`src/rtl/seg7_pkg.sv`:
```
// Shared definitions for the 7-segment readback monitor: the active-low
// segment patterns for every hex digit, the decode table built from them,
// and a helper that turns a segment pattern back into its hex value.
package seg7_pkg;

   localparam logic [6:0] SEG_0 = 7'b1000000;
   localparam logic [6:0] SEG_1 = 7'b1111001;
   localparam logic [6:0] SEG_2 = 7'b0100100;
   localparam logic [6:0] SEG_3 = 7'b0110000;
   localparam logic [6:0] SEG_4 = 7'b0011001;
   localparam logic [6:0] SEG_5 = 7'b0010010;
   localparam logic [6:0] SEG_6 = 7'b0000010;
   localparam logic [6:0] SEG_7 = 7'b1111000;
   localparam logic [6:0] SEG_8 = 7'b0000000;
   localparam logic [6:0] SEG_9 = 7'b0011000;
   localparam logic [6:0] SEG_A = 7'b0001000;
   localparam logic [6:0] SEG_B = 7'b0000011;
   localparam logic [6:0] SEG_C = 7'b1000110;
   localparam logic [6:0] SEG_D = 7'b0100001;
   localparam logic [6:0] SEG_E = 7'b0000110;
   localparam logic [6:0] SEG_F = 7'b0001110;

   localparam logic [6:0] SEG_TABLE [16] = '{
      SEG_0, SEG_1, SEG_2, SEG_3, SEG_4, SEG_5, SEG_6, SEG_7,
      SEG_8, SEG_9, SEG_A, SEG_B, SEG_C, SEG_D, SEG_E, SEG_F
   };

   // Reverse lookup: the table index of a matching pattern is the hex value.
   // Anything not in the table (blank included) comes back as 0 with legal low.
   function automatic logic [3:0] seg7_to_hex(input logic [6:0] seg, output logic legal);
      logic [3:0] hex;
      hex   = 4'h0;
      legal = 1'b0;
      for (int i = 0; i < 16; i++) begin
         if (seg == SEG_TABLE[i]) begin
            hex   = 4'(i);
            legal = 1'b1;
         end
      end
      return hex;
   endfunction

endpackage

```
`src/rtl/seg7_inv_lut.sv`:
```
// Purely combinational inverse segment lookup: active-low segment pattern in,
// hex value plus a legal flag out. No clock, no state.
module seg7_inv_lut
   import seg7_pkg::*;
(
   input  logic [6:0] seg,
   output logic       legal,
   output logic [3:0] hex
);

   // Decode the pattern through the shared table; illegal patterns give
   // legal=0 and a don't-care value of zero.
   always_comb begin
      legal = 1'b0;
      hex   = seg7_to_hex(seg, legal);
   end

endmodule

```
`src/rtl/seg7_scan_decoder.sv`:
```
// Readback monitor for a multiplexed active-low 7-segment bus. Samples the
// segment and digit-select lines, waits until they have been steady long
// enough, then records the hex value shown on the selected digit. Also
// reports when a full scan of all digits has been seen and when the bus
// has gone quiet for too long.
module seg7_scan_decoder
   import seg7_pkg::*;
#(
   parameter int NUM_DIGITS     = 4,
   parameter int STABLE_CYCLES  = 4,
   parameter int TIMEOUT_CYCLES = 65536
) (
   input  logic                    clk,
   input  logic                    rst_n,
   input  logic [6:0]              iSEG,
   input  logic [NUM_DIGITS-1:0]   iDIG_SEL,
   output logic [4*NUM_DIGITS-1:0] oDIGITS,
   output logic [NUM_DIGITS-1:0]   oVALID,
   output logic [NUM_DIGITS-1:0]   oERR,
   output logic                    oFRAME,
   output logic                    oSTALE
);

   localparam int STAB_W = $clog2(STABLE_CYCLES + 1);
   localparam int TMO_W  = $clog2(TIMEOUT_CYCLES + 1);
   localparam logic [STAB_W-1:0] STAB_MAX = STAB_W'(STABLE_CYCLES);
   localparam logic [TMO_W-1:0]  TMO_MAX  = TMO_W'(TIMEOUT_CYCLES);

   logic [6:0]            s1Seg;
   logic [6:0]            s2Seg;
   logic [NUM_DIGITS-1:0] s1Sel;
   logic [NUM_DIGITS-1:0] s2Sel;
   logic [STAB_W-1:0]     stabCnt;
   logic [STAB_W-1:0]     stabNext;
   logic                  captured;
   logic                  sameSample;
   logic                  fire;
   logic                  capValid;
   logic [6:0]            capSeg;
   logic [NUM_DIGITS-1:0] capSel;
   logic                  lutLegal;
   logic [3:0]            lutHex;
   logic [NUM_DIGITS-1:0] seen;
   logic [NUM_DIGITS-1:0] seenNext;
   logic [TMO_W-1:0]      tmoCnt;

   // Work out whether the bus held still this cycle, what the run-length
   // counter becomes, and whether this is the one moment in the dwell where
   // the value should be captured. Only a single selected digit can capture;
   // zero or multi-hot select just keeps counting without ever firing.
   always_comb begin
      sameSample = (s1Seg == s2Seg) && (s1Sel == s2Sel);
      stabNext   = STAB_W'(1);
      if (sameSample) begin
         stabNext = (stabCnt == STAB_MAX) ? stabCnt : stabCnt + STAB_W'(1);
      end
      fire = sameSample && (stabNext == STAB_MAX) && !captured && $onehot(s1Sel);
   end

   // Two-stage input sampling plus the stability bookkeeping. Any change on
   // the bus restarts the dwell and re-arms capture, so each steady period
   // yields exactly one capture.
   always_ff @(posedge clk or negedge rst_n) begin
      if (!rst_n) begin
         s1Seg    <= '0;
         s2Seg    <= '0;
         s1Sel    <= '0;
         s2Sel    <= '0;
         stabCnt  <= '0;
         captured <= 1'b0;
      end else begin
         s1Seg    <= iSEG;
         s1Sel    <= iDIG_SEL;
         s2Seg    <= s1Seg;
         s2Sel    <= s1Sel;
         stabCnt  <= stabNext;
         captured <= sameSample ? (captured | fire) : 1'b0;
      end
   end

   // Hold the captured pattern and select for one cycle so the decode and
   // per-digit update happen on the following clock.
   always_ff @(posedge clk or negedge rst_n) begin
      if (!rst_n) begin
         capValid <= 1'b0;
         capSeg   <= '0;
         capSel   <= '0;
      end else begin
         capValid <= fire;
         if (fire) begin
            capSeg <= s1Seg;
            capSel <= s1Sel;
         end
      end
   end

   seg7_inv_lut uLut (
      .seg   (capSeg),
      .legal (lutLegal),
      .hex   (lutHex)
   );

   // Per-digit result registers. A legal pattern replaces the value and marks
   // the digit valid; an illegal one leaves the old value in place and only
   // raises the error flag, so the last good reading is never lost.
   always_ff @(posedge clk or negedge rst_n) begin
      if (!rst_n) begin
         oDIGITS <= '0;
         oVALID  <= '0;
         oERR    <= '0;
      end else if (capValid) begin
         for (int k = 0; k < NUM_DIGITS; k++) begin
            if (capSel[k]) begin
               if (lutLegal) begin
                  oDIGITS[4*k +: 4] <= lutHex;
                  oVALID[k]         <= 1'b1;
                  oERR[k]           <= 1'b0;
               end else begin
                  oERR[k] <= 1'b1;
               end
            end
         end
      end
   end

   // Mask of digits captured so far in the current scan, including the one
   // being applied right now.
   always_comb begin
      seenNext = seen | capSel;
   end

   // Frame tracking: once every digit has been captured, pulse oFRAME for a
   // cycle and start the next scan from an empty mask. The completing capture
   // is deliberately not counted towards the next scan.
   always_ff @(posedge clk or negedge rst_n) begin
      if (!rst_n) begin
         seen   <= '0;
         oFRAME <= 1'b0;
      end else begin
         oFRAME <= 1'b0;
         if (capValid) begin
            if (&seenNext) begin
               oFRAME <= 1'b1;
               seen   <= '0;
            end else begin
               seen <= seenNext;
            end
         end
      end
   end

   // Inactivity watchdog: counts cycles since the last applied capture and
   // saturates. The stale flag is registered from the counter, so it drops
   // one cycle after the capture that restarts the count.
   always_ff @(posedge clk or negedge rst_n) begin
      if (!rst_n) begin
         tmoCnt <= '0;
         oSTALE <= 1'b0;
      end else begin
         oSTALE <= (tmoCnt >= TMO_MAX);
         if (capValid) begin
            tmoCnt <= '0;
         end else if (tmoCnt != TMO_MAX) begin
            tmoCnt <= tmoCnt + TMO_W'(1);
         end
      end
   end

endmodule

```
`config.mk`:
```
export PLATFORM = sky130hd
export DESIGN_NAME = seg7_scan_decoder
export DESIGN_NICKNAME = d
export VERILOG_FILES = /design/src/rtl/seg7_pkg.sv /design/src/rtl/seg7_inv_lut.sv /design/src/rtl/seg7_scan_decoder.sv
export SDC_FILE = /design/constraint.sdc
export NUM_CORES = 1
export LEC_CHECK = 0
export BUFFER_PORTS_ARGS = -buffer_cell sky130_fd_sc_hd__clkbuf_2
export CAP_MARGIN = 10
export CORE_UTILIZATION = 40
export CTS_BUF_LIST = sky130_fd_sc_hd__clkbuf_4 sky130_fd_sc_hd__clkbuf_8
export CTS_CLUSTER_DIAMETER = 30
export DETAILED_ROUTE_END_ITERATION = 8
export GPL_ROUTABILITY_DRIVEN = 0
export SLEW_MARGIN = 20
export SYNTH_ARGS = -nofsm -noshare
export SYNTH_HDL_FRONTEND = slang
export SYNTH_SLANG_ARGS = --single-unit
export TNS_END_PERCENT = 1
```
`constraint.sdc`:
```
create_clock -name clk -period 8.24 [get_ports clk]
set_clock_uncertainty 0.1 [all_clocks]
set_input_delay 0.824 -clock clk [delete_from_list [all_inputs] [get_ports clk]]
set_output_delay 0.824 -clock clk [all_outputs]
set_load 0.02 [all_outputs]
```
==> reports/metrics.cfg <==
[run_status]
status=finished clean

[critical_path]
regToRegSetupSlack_ns=5.33
cp_slowest_cell=fa_1
worstPathMaxFanout=11
reg2reg_from=s1Sel[0]$_DFF_PN0_
required_ns=8.38
slowest_delay_ns=0.53
critPathKind=reg -> reg
cp-end-kind=flip-flop
critical_path.cell_chain=inv_1, fa_1, inv_1, ha_1, ha_1, nor4_1, and2_1, nand3_1, mux2_2
cp.arrival_ns=3.04
cp-start-kind=flip-flop
timing.rr.end=capSeg[5]$_DFFE_PN0P_
ff2ff_path_depth=9

[drt]
antenna_left=0
first_pass_iters=4
remaining_drc_errors=0
via_per_inst=5.014
drt-initial-drc-count=91
met1_length_mm=3.293
num_vias=2427
top_layer=met4
wl_met2_mm=3.174
met3_length_um=248
drt-total-wl_mm=6.772
wl_per_cell_um=13.99

[cells_and_area]
n_antenna_cell=0
fillers=853
final_util=0.4665
fin_nets=370
area_growth_pct=13.21
drive_above_1_share=0.2620
fin_area_um2=4310

[global_route]
grt_pass1_wl_mm=11.79
grt_usage=0.1526
grt_pass1_vias=2425
grt_overflow=0
grt_antenna_before_repair=0
grt_max_degree=86

[worst_hold_path]
min-delay-start=s1Seg[4]$_DFF_PN0_
min_path_type=reg -> reg
hold_depth=0
holdPathEnd=s2Seg[4]$_DFF_PN0_

[clock_network]
cts_max_path_buffers=2
clock-sinks=85
cts.htree.levels=3
ctsResizeCount=0
root_buffer=clkbuf_8
clk_latency_ns=0.35
post_cts_buffers=0
numCtsBuffers=9
hold_buffers=0
cts.clk_slew.worst_paths_ns=0.08
cts_tree=done

[yosys]
synthCells=312
synth_cell_types=57
synth-edff-count=0
synth-seq-cells=85
ys_seq_area_frac=0.5587
synth-async-reset-ratio=1.000
syn_area_um2=3807
postSynthAreaPerCell_um2=12.20
synthesis.nets=332
ys_warn_count=0
synthFlopType=dfrtp_1

[floorplan]
die_x_um=99.56
fp.dieH_um=99.56
placementRows=35
initial_core_util=0.4121
die_area_um2=9912
io_pins=39
core_area_um2=9240

[sta]
whs_ns=0.3230
fin_crit_sh=0.3526
setup_tns_ns=0
rsz0062_at_grt=false
slew_viol_final=0
finalCriticalPeriod_ns=2.905
worstMarginPinSlew_ns=0.8474
setup_viol=0
max-slew-margin-rel=0.4279
finalHoldViolations=0
fmax_mhz=344.2

[flow_run]
maxCapViolations=0

[power]
p_leak_nw=2.038
ir_worst_vdd_uv=64.16
p_total_w=0.0007480
p_per_area_nw_per_um2=173.5

[place]
io_buffer_count=38
dpl_cell_area_um2=4098
dp.final_hpwl_mm=4.608

[cell families after synthesis]
kind of cell	count (synthesis)	synth area share
xor+xnor	28	0.06441
fa+ha+maj	7	0.02498
buf+inv	22	0.02859
compound gates	42	0.09695
flops	85	0.5587
mux	28	0.08248
simple gates	100	0.1439
[per-layer routing]
metal | up-vias | global-route usage
met5 | - | 0
li1 | 1176 | -
met2 | 47 | 0.2356
met3 | 6 | 0.04006
met4 | 0 | 0.05430
met1 | 1198 | 0.2082
[critical path, delay by kind of cell (launching register included)]
| kind | cells | cell delay (ns) |
|---|---|---|
| mux | 1 | 0.44 |
| fa+ha+maj | 3 | 0.96 |
| simple gates | 3 | 0.77 |
| flops | 1 | 0.39 |
| buf+inv | 2 | 0.12 |
[worst max path at each step]
stage                            start               endpoint  slack [ns]  depth (start not counted)
floorplan           s1Sel[0]$_DFF_PN0_  capSeg[0]$_DFFE_PN0P_        5.62                         10
global placement    s1Sel[0]$_DFF_PN0_  capSel[0]$_DFFE_PN0P_        5.39                          9
detailed placement  s1Sel[0]$_DFF_PN0_  capSel[0]$_DFFE_PN0P_        5.32                          9
CTS                 s1Sel[0]$_DFF_PN0_  capSel[0]$_DFFE_PN0P_        5.31                          9
global route        s1Sel[0]$_DFF_PN0_  capSeg[5]$_DFFE_PN0P_        5.17                          9
finish              s1Sel[0]$_DFF_PN0_  capSeg[5]$_DFFE_PN0P_        5.33                          9
[registers in the layout, indices dropped and copies added, names as in the netlist, 3 cells and up]
name and flops:
oDIGITS 16, seen 4, s1Seg 7, stabCnt 3, s2Sel 4, s1Sel 4, oVALID 4, tmoCnt 17
oERR 4, capSeg 7, capSel 4, s2Seg 7
[Yosys cell counts, types with 6 or more instances]
master | count | share of area
nand2_1 | 16 | 0.016
xnor2_1 | 18 | 0.041
inv_1 | 10 | 0.0099
dfrtp_1 | 85 | 0.56
a21oi_1 | 9 | 0.012
xor2_1 | 10 | 0.023
nand3_1 | 10 | 0.013
nand4_1 | 6 | 0.0099
nor3_1 | 10 | 0.013
mux2_2 | 27 | 0.080
nor2_1 | 25 | 0.025
ha_1 | 6 | 0.020
[metrics by stage]
| step | setup slack, ns | instances |
|---|---|---|
| floorplan | 5.616 | 312 |
| global placement | 5.390 | 468 |
| detailed placement | 5.319 | 468 |
| CTS | 5.306 | 484 |
| global route | 5.173 | 484 |
| finish | 5.335 | 484 |
[area by class of cell]
class / count / area, um2 / area share
clock buffers: 10 / 137.6 / 0.03193
well taps: 129 / 161.4 / 0.03745
multi-input cells: 205 / 1572 / 0.3646
clock inverters: 6 / 71.32 / 0.01655
inverters: 10 / 37.54 / 0.008708
flip-flops and latches: 85 / 2127 / 0.4935
repair buffers: 39 / 203.9 / 0.04732
[cell usage in the layout (no fill, tap or decap), types with 6 or more instances in the layout]
cell,synthesis,layout
dfrtp_1,85,85
clkbuf_2,0,37
mux2_2,27,27
nor2_1,25,25
xnor2_1,18,18
nand2_1,16,16
inv_1,10,10
nand3_1,10,10
nor3_1,10,10
xor2_1,10,10
clkbuf_8,0,10
a21oi_1,9,9
nand4_1,6,6
ha_1,6,6
[power by group]
group | switching (W) | internal, W | total, W
clock | 0.000151 | 0.000150 | 0.000302
combinational | 0.0000123 | 0.00000745 | 0.0000198
sequential | 0.00000425 | 0.000422 | 0.000426
Power figures use the tool's default switching activity.
